--- src/rtl/gc_stream_pkg.sv ---
// Shared types for the garbler output stream packer: record type, tag codes,
// record layout at default widths and the packer FSM state.
package gc_stream_pkg;

   typedef enum logic [1:0] {
      REC_LABEL = 2'd0,
      REC_KEY   = 2'd1,
      REC_TABLE = 2'd2,
      REC_MASK  = 2'd3
   } rec_type_t;

   localparam logic [2:0] TAG_KEY       = 3'b001;
   localparam logic [2:0] TAG_TABLE     = 3'b010;
   localparam logic [2:0] TAG_MASK      = 3'b011;
   localparam int         TAG_LABEL_BIT = 2;

   localparam int GC_S = 8;
   localparam int GC_K = 128;

   // Record layout at the core's default widths; the packer builds the same
   // shape from its own S/K parameters.
   typedef struct packed {
      rec_type_t        rtype;
      logic [GC_S-1:0]  cid;
      logic [GC_S-1:0]  index;
      logic [GC_K-1:0]  data;
   } rec_t;

   typedef enum logic [1:0] {
      ST_IDLE   = 2'd0,
      ST_ACTIVE = 2'd1,
      ST_FLUSH  = 2'd2,
      ST_DONE   = 2'd3
   } state_t;

endpackage

--- src/rtl/gc_dual_push_fifo.sv ---
// Circular FIFO with two write lanes and one read port. Lane 0 lands before
// lane 1; the caller only asserts a write lane when a slot is free.
module gc_dual_push_fifo #(
   parameter int  DEPTH = 16,
   parameter type rec_t = logic [7:0]
) (
   input  logic                     clk,
   input  logic                     rst,
   input  logic                     i_wr0,
   input  rec_t                     i_rec0,
   input  logic                     i_wr1,
   input  rec_t                     i_rec1,
   input  logic                     i_pop,
   output rec_t                     o_head,
   output logic [$clog2(DEPTH):0]   o_count
);

   localparam int AW = $clog2(DEPTH);
   localparam int CW = AW + 1;

   rec_t            r_mem [DEPTH];
   logic [AW-1:0]   r_wptr;
   logic [AW-1:0]   r_rptr;
   logic [CW-1:0]   r_count;
   logic [AW-1:0]   w_wptr1;
   logic            w_pop;

   // Lane 1 takes the slot after lane 0 only when lane 0 was written.
   assign w_wptr1 = r_wptr + AW'(i_wr0);
   assign w_pop   = i_pop && (r_count != '0);

   always_ff @(posedge clk) begin
      if (i_wr0) r_mem[r_wptr]  <= i_rec0;
      if (i_wr1) r_mem[w_wptr1] <= i_rec1;
   end

   always_ff @(posedge clk) begin
      if (rst) begin
         r_wptr  <= '0;
         r_rptr  <= '0;
         r_count <= '0;
      end else begin
         r_wptr  <= r_wptr + AW'(i_wr0) + AW'(i_wr1);
         r_rptr  <= r_rptr + AW'(w_pop);
         r_count <= r_count + CW'(i_wr0) + CW'(i_wr1) - CW'(w_pop);
      end
   end

   assign o_head  = r_mem[r_rptr];
   assign o_count = r_count;

endmodule

--- src/rtl/gc_stream_packer.sv ---
// Turns the garbler's tagged two-lane output into typed records and streams
// them out one per cycle. Optional macro GC_STREAM_DROP_CNT_EN adds drop_cnt.
module gc_stream_packer
   import gc_stream_pkg::*;
#(
   parameter int S     = 8,
   parameter int K     = 128,
   parameter int CC    = 2,
   parameter int DEPTH = 16
) (
   input  logic          clk,
   input  logic          rst,
   input  logic          start,
   input  logic [2:0]    tag_t1,
   input  logic [S-1:0]  cid,
   input  logic [S-1:0]  index0_t1,
   input  logic [S-1:0]  index1_t1,
   input  logic [K-1:0]  data0_t1,
   input  logic [K-1:0]  data1_t1,
   output logic          out_valid,
   input  logic          out_ready,
   output logic [1:0]    out_type,
   output logic [S-1:0]  out_cid,
   output logic [S-1:0]  out_index,
   output logic [K-1:0]  out_data,
   output logic          done,
   output logic          overflow,
`ifdef GC_STREAM_DROP_CNT_EN
   output logic [15:0]   drop_cnt,
`endif
   output logic [1:0]    dbg_state
);

   localparam int CW = $clog2(DEPTH) + 1;

   typedef struct packed {
      rec_type_t     rtype;
      logic [S-1:0]  cid;
      logic [S-1:0]  index;
      logic [K-1:0]  data;
   } rec_w_t;

   state_t          r_state;
   state_t          w_state_nxt;
   logic            r_overflow;
   logic            w_decode_en;
   logic            w_start_acc;
   logic            w_end_run;
   logic            w_v0;
   logic            w_v1;
   logic            w_wr0;
   logic            w_wr1;
   logic            w_drop0;
   logic            w_drop1;
   rec_w_t          w_rec0;
   rec_w_t          w_rec1;
   rec_w_t          w_head;
   logic [CW-1:0]   w_count;
   logic [CW-1:0]   w_free;

   assign w_end_run   = (cid == S'(CC));
   assign w_decode_en = (r_state == ST_ACTIVE) && !w_end_run;
   assign w_start_acc = start && ((r_state == ST_IDLE) || (r_state == ST_DONE));

   always_ff @(posedge clk) begin
      if (rst) r_state <= ST_IDLE;
      else     r_state <= w_state_nxt;
   end

   always_comb begin
      w_state_nxt = r_state;
      case (r_state)
         ST_IDLE:   if (start) w_state_nxt = ST_ACTIVE;
         ST_ACTIVE: if (w_end_run) w_state_nxt = ST_FLUSH;
         ST_FLUSH:  if (w_count == '0) w_state_nxt = ST_DONE;
         ST_DONE:   if (start) w_state_nxt = ST_ACTIVE;
         default:   w_state_nxt = ST_IDLE;
      endcase
   end

   // Tag decode into up to two candidate records.
   always_comb begin
      w_v0         = 1'b0;
      w_v1         = 1'b0;
      w_rec0       = '0;
      w_rec1       = '0;
      w_rec0.cid   = cid;
      w_rec1.cid   = cid;
      w_rec0.index = index0_t1;
      w_rec1.index = index1_t1;
      w_rec0.data  = data0_t1;
      w_rec1.data  = data1_t1;
      if (w_decode_en) begin
         if (tag_t1[TAG_LABEL_BIT]) begin
            w_rec0.rtype = REC_LABEL;
            w_rec1.rtype = REC_LABEL;
            w_v0         = tag_t1[0];
            w_v1         = tag_t1[1];
         end else begin
            case (tag_t1)
               TAG_KEY: begin
                  w_rec0.rtype = REC_KEY;
                  w_rec1.rtype = REC_KEY;
                  w_rec0.index = '0;
                  w_rec1.index = S'(1);
                  w_v0         = 1'b1;
                  w_v1         = 1'b1;
               end
               TAG_TABLE: begin
                  w_rec0.rtype = REC_TABLE;
                  w_rec1.rtype = REC_TABLE;
                  w_v0         = 1'b1;
                  w_v1         = 1'b1;
               end
               TAG_MASK: begin
                  w_rec0.rtype = REC_MASK;
                  w_rec0.index = '0;
                  w_v0         = 1'b1;
               end
               default: ;
            endcase
         end
      end
   end

   // Space is judged on the registered count: a same-cycle pop frees nothing.
   assign w_free  = CW'(DEPTH) - w_count;
   assign w_wr0   = w_v0 && (w_free >= CW'(1));
   assign w_wr1   = w_v1 && (w_free >= (w_wr0 ? CW'(2) : CW'(1)));
   assign w_drop0 = w_v0 && !w_wr0;
   assign w_drop1 = w_v1 && !w_wr1;

   always_ff @(posedge clk) begin
      if (rst)                    r_overflow <= 1'b0;
      else if (w_start_acc)       r_overflow <= 1'b0;
      else if (w_drop0 | w_drop1) r_overflow <= 1'b1;
   end

`ifdef GC_STREAM_DROP_CNT_EN
   logic [15:0] r_drop_cnt;
   logic [16:0] w_drop_sum;

   assign w_drop_sum = {1'b0, r_drop_cnt} + 17'(w_drop0) + 17'(w_drop1);

   always_ff @(posedge clk) begin
      if (rst)              r_drop_cnt <= '0;
      else if (w_start_acc) r_drop_cnt <= '0;
      else                  r_drop_cnt <= w_drop_sum[16] ? 16'hFFFF : w_drop_sum[15:0];
   end

   assign drop_cnt = r_drop_cnt;
`endif

   gc_dual_push_fifo #(
      .DEPTH (DEPTH),
      .rec_t (rec_w_t)
   ) u_fifo (
      .clk     (clk),
      .rst     (rst),
      .i_wr0   (w_wr0),
      .i_rec0  (w_rec0),
      .i_wr1   (w_wr1),
      .i_rec1  (w_rec1),
      .i_pop   (out_ready),
      .o_head  (w_head),
      .o_count (w_count)
   );

   // valid/ready: a record transfers on any edge where out_valid && out_ready;
   // while out_valid is high and out_ready low the head fields do not change.
   assign out_valid = (w_count != '0);
   assign out_type  = out_valid ? w_head.rtype : 2'd0;
   assign out_cid   = out_valid ? w_head.cid   : '0;
   assign out_index = out_valid ? w_head.index : '0;
   assign out_data  = out_valid ? w_head.data  : '0;
   assign done      = (r_state == ST_DONE);
   assign overflow  = r_overflow;
   assign dbg_state = r_state;

endmodule
--- config.mk ---
export PLATFORM = sky130hd
export DESIGN_NAME = gc_stream_packer
export DESIGN_NICKNAME = d
export VERILOG_FILES = /design/src/rtl/gc_stream_pkg.sv /design/src/rtl/gc_dual_push_fifo.sv /design/src/rtl/gc_stream_packer.sv
export SDC_FILE = /design/constraint.sdc
export NUM_CORES = 2
export LEC_CHECK = 0
export ABC_CLOCK_PERIOD_IN_PS = 20700
export CAP_MARGIN = 10
export CORE_ASPECT_RATIO = 1.75
export CORE_MARGIN = 8
export CORE_UTILIZATION = 56
export DETAILED_ROUTE_END_ITERATION = 10
export PLACE_DENSITY = 0.78
export REMOVE_ABC_BUFFERS = 1
export SKIP_LAST_GASP = 1
export SLEW_MARGIN = 20
export SYNTH_ARGS = -nofsm -noshare
export SYNTH_HDL_FRONTEND = slang
export SYNTH_SLANG_ARGS = --single-unit
--- constraint.sdc ---
create_clock -name clk -period 20.7 [get_ports clk]
set_input_delay 3.105 -clock clk [delete_from_list [all_inputs] [get_ports clk]]
set_output_delay 3.105 -clock clk [all_outputs]
set_load 0.02 [all_outputs]
==> metrics <==
final worst slack=roughly 11000 ps; Setup CP Type=reg -> out; Die Y=around 620 µm; GR peak layer=met2; Vias=~66000; Worst-Margin Slew=roughly 1200 ps; CP arrival=6880 ps; asr flop ratio synth=0%; CP endpoint kind=output pin; placed cell count=around 9000; FF-to-FF Start=dbg_state[1]; Finished Layout Cells=9403; initial antenna violation count=between 70 and 80; fraction of layout cells with a size suffix above 1=~38%; Clock Skew=53.5 ps; Worst Path Buf+Inv=7; commonest cells after routing, fill and taps aside=2336 x edfxtp_1, 1489 x mux2_2, 584 x mux4_2, 559 x mux2_1, 437 x clkdlybuf4s50_1; Detailed Route WL=~340 mm; # hold bufs at CTS=0; CP cell instances=buf_4, buf_12, buf_4, buf_12, buf_4, buf_16, mux4_2, a22oi_1, a21oi_1, clkdlybuf4s50_1; placed cell area=between 100000 and 150000 µm²; total congestion overflow=0; TNS Setup=0 ps; EDFF count, synth=between 2000 and 2500; Post-Syn Instances=around 6500; Avg Inst Size Synth=approximately 18 µm²; Setup violations, final=0; final hold vios=0; DRT antenna net count=0; Syn Std Cell Area=approximately 120000 µm²; CTS buffer count=between 200 and 250; leakage power=a little over 40 nW; drt first pass iters=8; Slew HR=a little under a fifth; # rows=221; class of the worst hold path=reg -> reg; DRT iter0 DRCs=about 7700; CTS resizes=0; starting density of the core=a little under three fifths; CTS clk-pin slew, worst paths=~70 ps; largest net degree at the start of global routing=118; number of max-cap violations=0; cell area after layout=128000 µm²; maximum clock path buffer count=4; nets=a little under 7000; CTS tree=yes; distinct cell type count after synthesis=43; cell taking the most area after synthesis=edfxtp_1; pre-CTS setup slack=10060 ps; most common cell after layout, fill and taps aside=edfxtp_1; crit path max-delay cell type=buf_12; met3 GRT Util=roughly 6.7%; maximum clock frequency=100 MHz; vias in the first global route=69400; GR Util met2=50.8%; Power Total=between 10 and 15 mW; crit start category=register; top cells by area, synth=edfxtp_1 61%, mux2_2 14%, mux4_2 11%; Residual DRC=0; Root Driver=clkbuf_16; crit path from=u_fifo.r_rptr[0]; chip width=roughly 360 µm; DIE AREA=roughly 220000 µm²; global-route wire length before repair=about 480 mm; Avg WL per Cell=~36 µm; sequential area share after synthesis=between 60 and 70%; Max Slew Vio Count=0; Final Wtd Congestion=a little under 0.8; PD cells=approximately 100 nW/µm²; share of the synthesized area in the top cell type=between 60% and 70%; H-tree depth reported by CTS=4; RSZ-0062 raised after global routing=false; global routing usage on met1=36.1%; status=finished, final reports clean; fin crit share=approximately half; final worst path period need=9980 ps; top cell family by delay on the critical path=buffers and inverters; post-CTS setup buffers=0; Sink Count=2352; max incr delay on CP=~790 ps; Crit path required time=approximately 18000 ps; synth warn=0; Yosys reg bits=2352; vias per inst=roughly 7; Hold Crit Start=u_fifo.o_count[4]; Max IR drop VDD=~100 µV; CP dominant cell by count=buf_4; Layout area overhead=10.8%; Total GRT Usage=around 30%; Max Fanout on Critical Path=~110; Port Buffers=437; core area=206000 µm²; top_reg_cell synth=edfxtp_1; Skew-Pair Late Insertion Delay=~860 ps; DP HPWL=171 mm; Top Ports=438
[kinds of logic after synthesis]
family / after synthesis / synth area share [%]
mux: 2761 / 32.4
xor+xnor: 12 / 0.0973
flops: 2352 / 60.9
simple gates: 102 / 0.544
fa+ha+maj: 22 / 0.251
compound gates: 468 / 2.71
buf+inv: 771 / 3.07
[cells in the mapped netlist (10+ instances only)]
cell	n
buf_4	125
a22oi_1	292
mux4_2	584
clkbuf_1	403
nor2_1	15
nor3b_1	16
edfxtp_1	2336
buf_1	61
nand2_1	17
mux2_1	559
mux2_2	1489
inv_1	31
dfxtp_1	16
a21oi_1	154
ha_1	20
mux2i_1	129
nor2b_1	10
buf_2	151
[sequential cells by signal, summed over array words and instances (netlist names)]
signal and count:
u_fifo.r_rptr 4, u_fifo.r_wptr 4, dbg_state 2, overflow 1, u_fifo.r_mem 2336, u_fifo.o_count 5
[layer usage]
metal | routed length (µm) | share of wire (%)
met1 | 120000 | 36
met2 | 170000 | 51
met3 | 31500 | 9.4
met4 | 14200 | 4.2
met5 | 346 | 0.10
[tightest hold or removal path, stage by stage (launching register included)]
cell and delay [ps]:
dfxtp_1 350, xor2_1 80, o21ai_0 80, a21oi_1 60
[report_power, final]
group | internal (mW) | leakage (nW) | switching, mW | total, mW
Combinational | 1.50 | 17.1 | 1.96 | 3.47
Sequential | 5.52 | 21.2 | 0.0782 | 5.60
Clock | 2.11 | 3.24 | 1.77 | 3.88
[path summary, 6_finish.rpt]
kind	endpoint	slack, ps	cells past startpoint
max	out_index[5]	10720	10
max reg2reg	u_fifo.r_mem[12][104]	13640	15
min	u_fifo.o_count[4]	610	3
min reg2reg	u_fifo.o_count[4]	610	3
[layout make-up]
| class | count | area [µm²] |
|---|---|---|
| fillers | 14500 | 78100 |
| well taps | 2676 | 3350 |
| inverters | 31 | 116 |
| clock inverters | 121 | 963 |
| flip-flops and latches | 2352 | 70500 |
| clock buffers | 254 | 5620 |
| multi-input cells | 3365 | 41900 |
| repair buffers | 559 | 5640 |
| diodes | 45 | 113 |
[per-stage QoR]
stage | util [%] | hold slack (ps)
floorplan | - | 529
finish | 62.2 | 607
global route | 62.1 | 656
CTS | 62.1 | 598
detailed placement | 58.9 | 585
global placement | 58.9 | 563
Note: power is estimated with default switching activity, not from simulation.
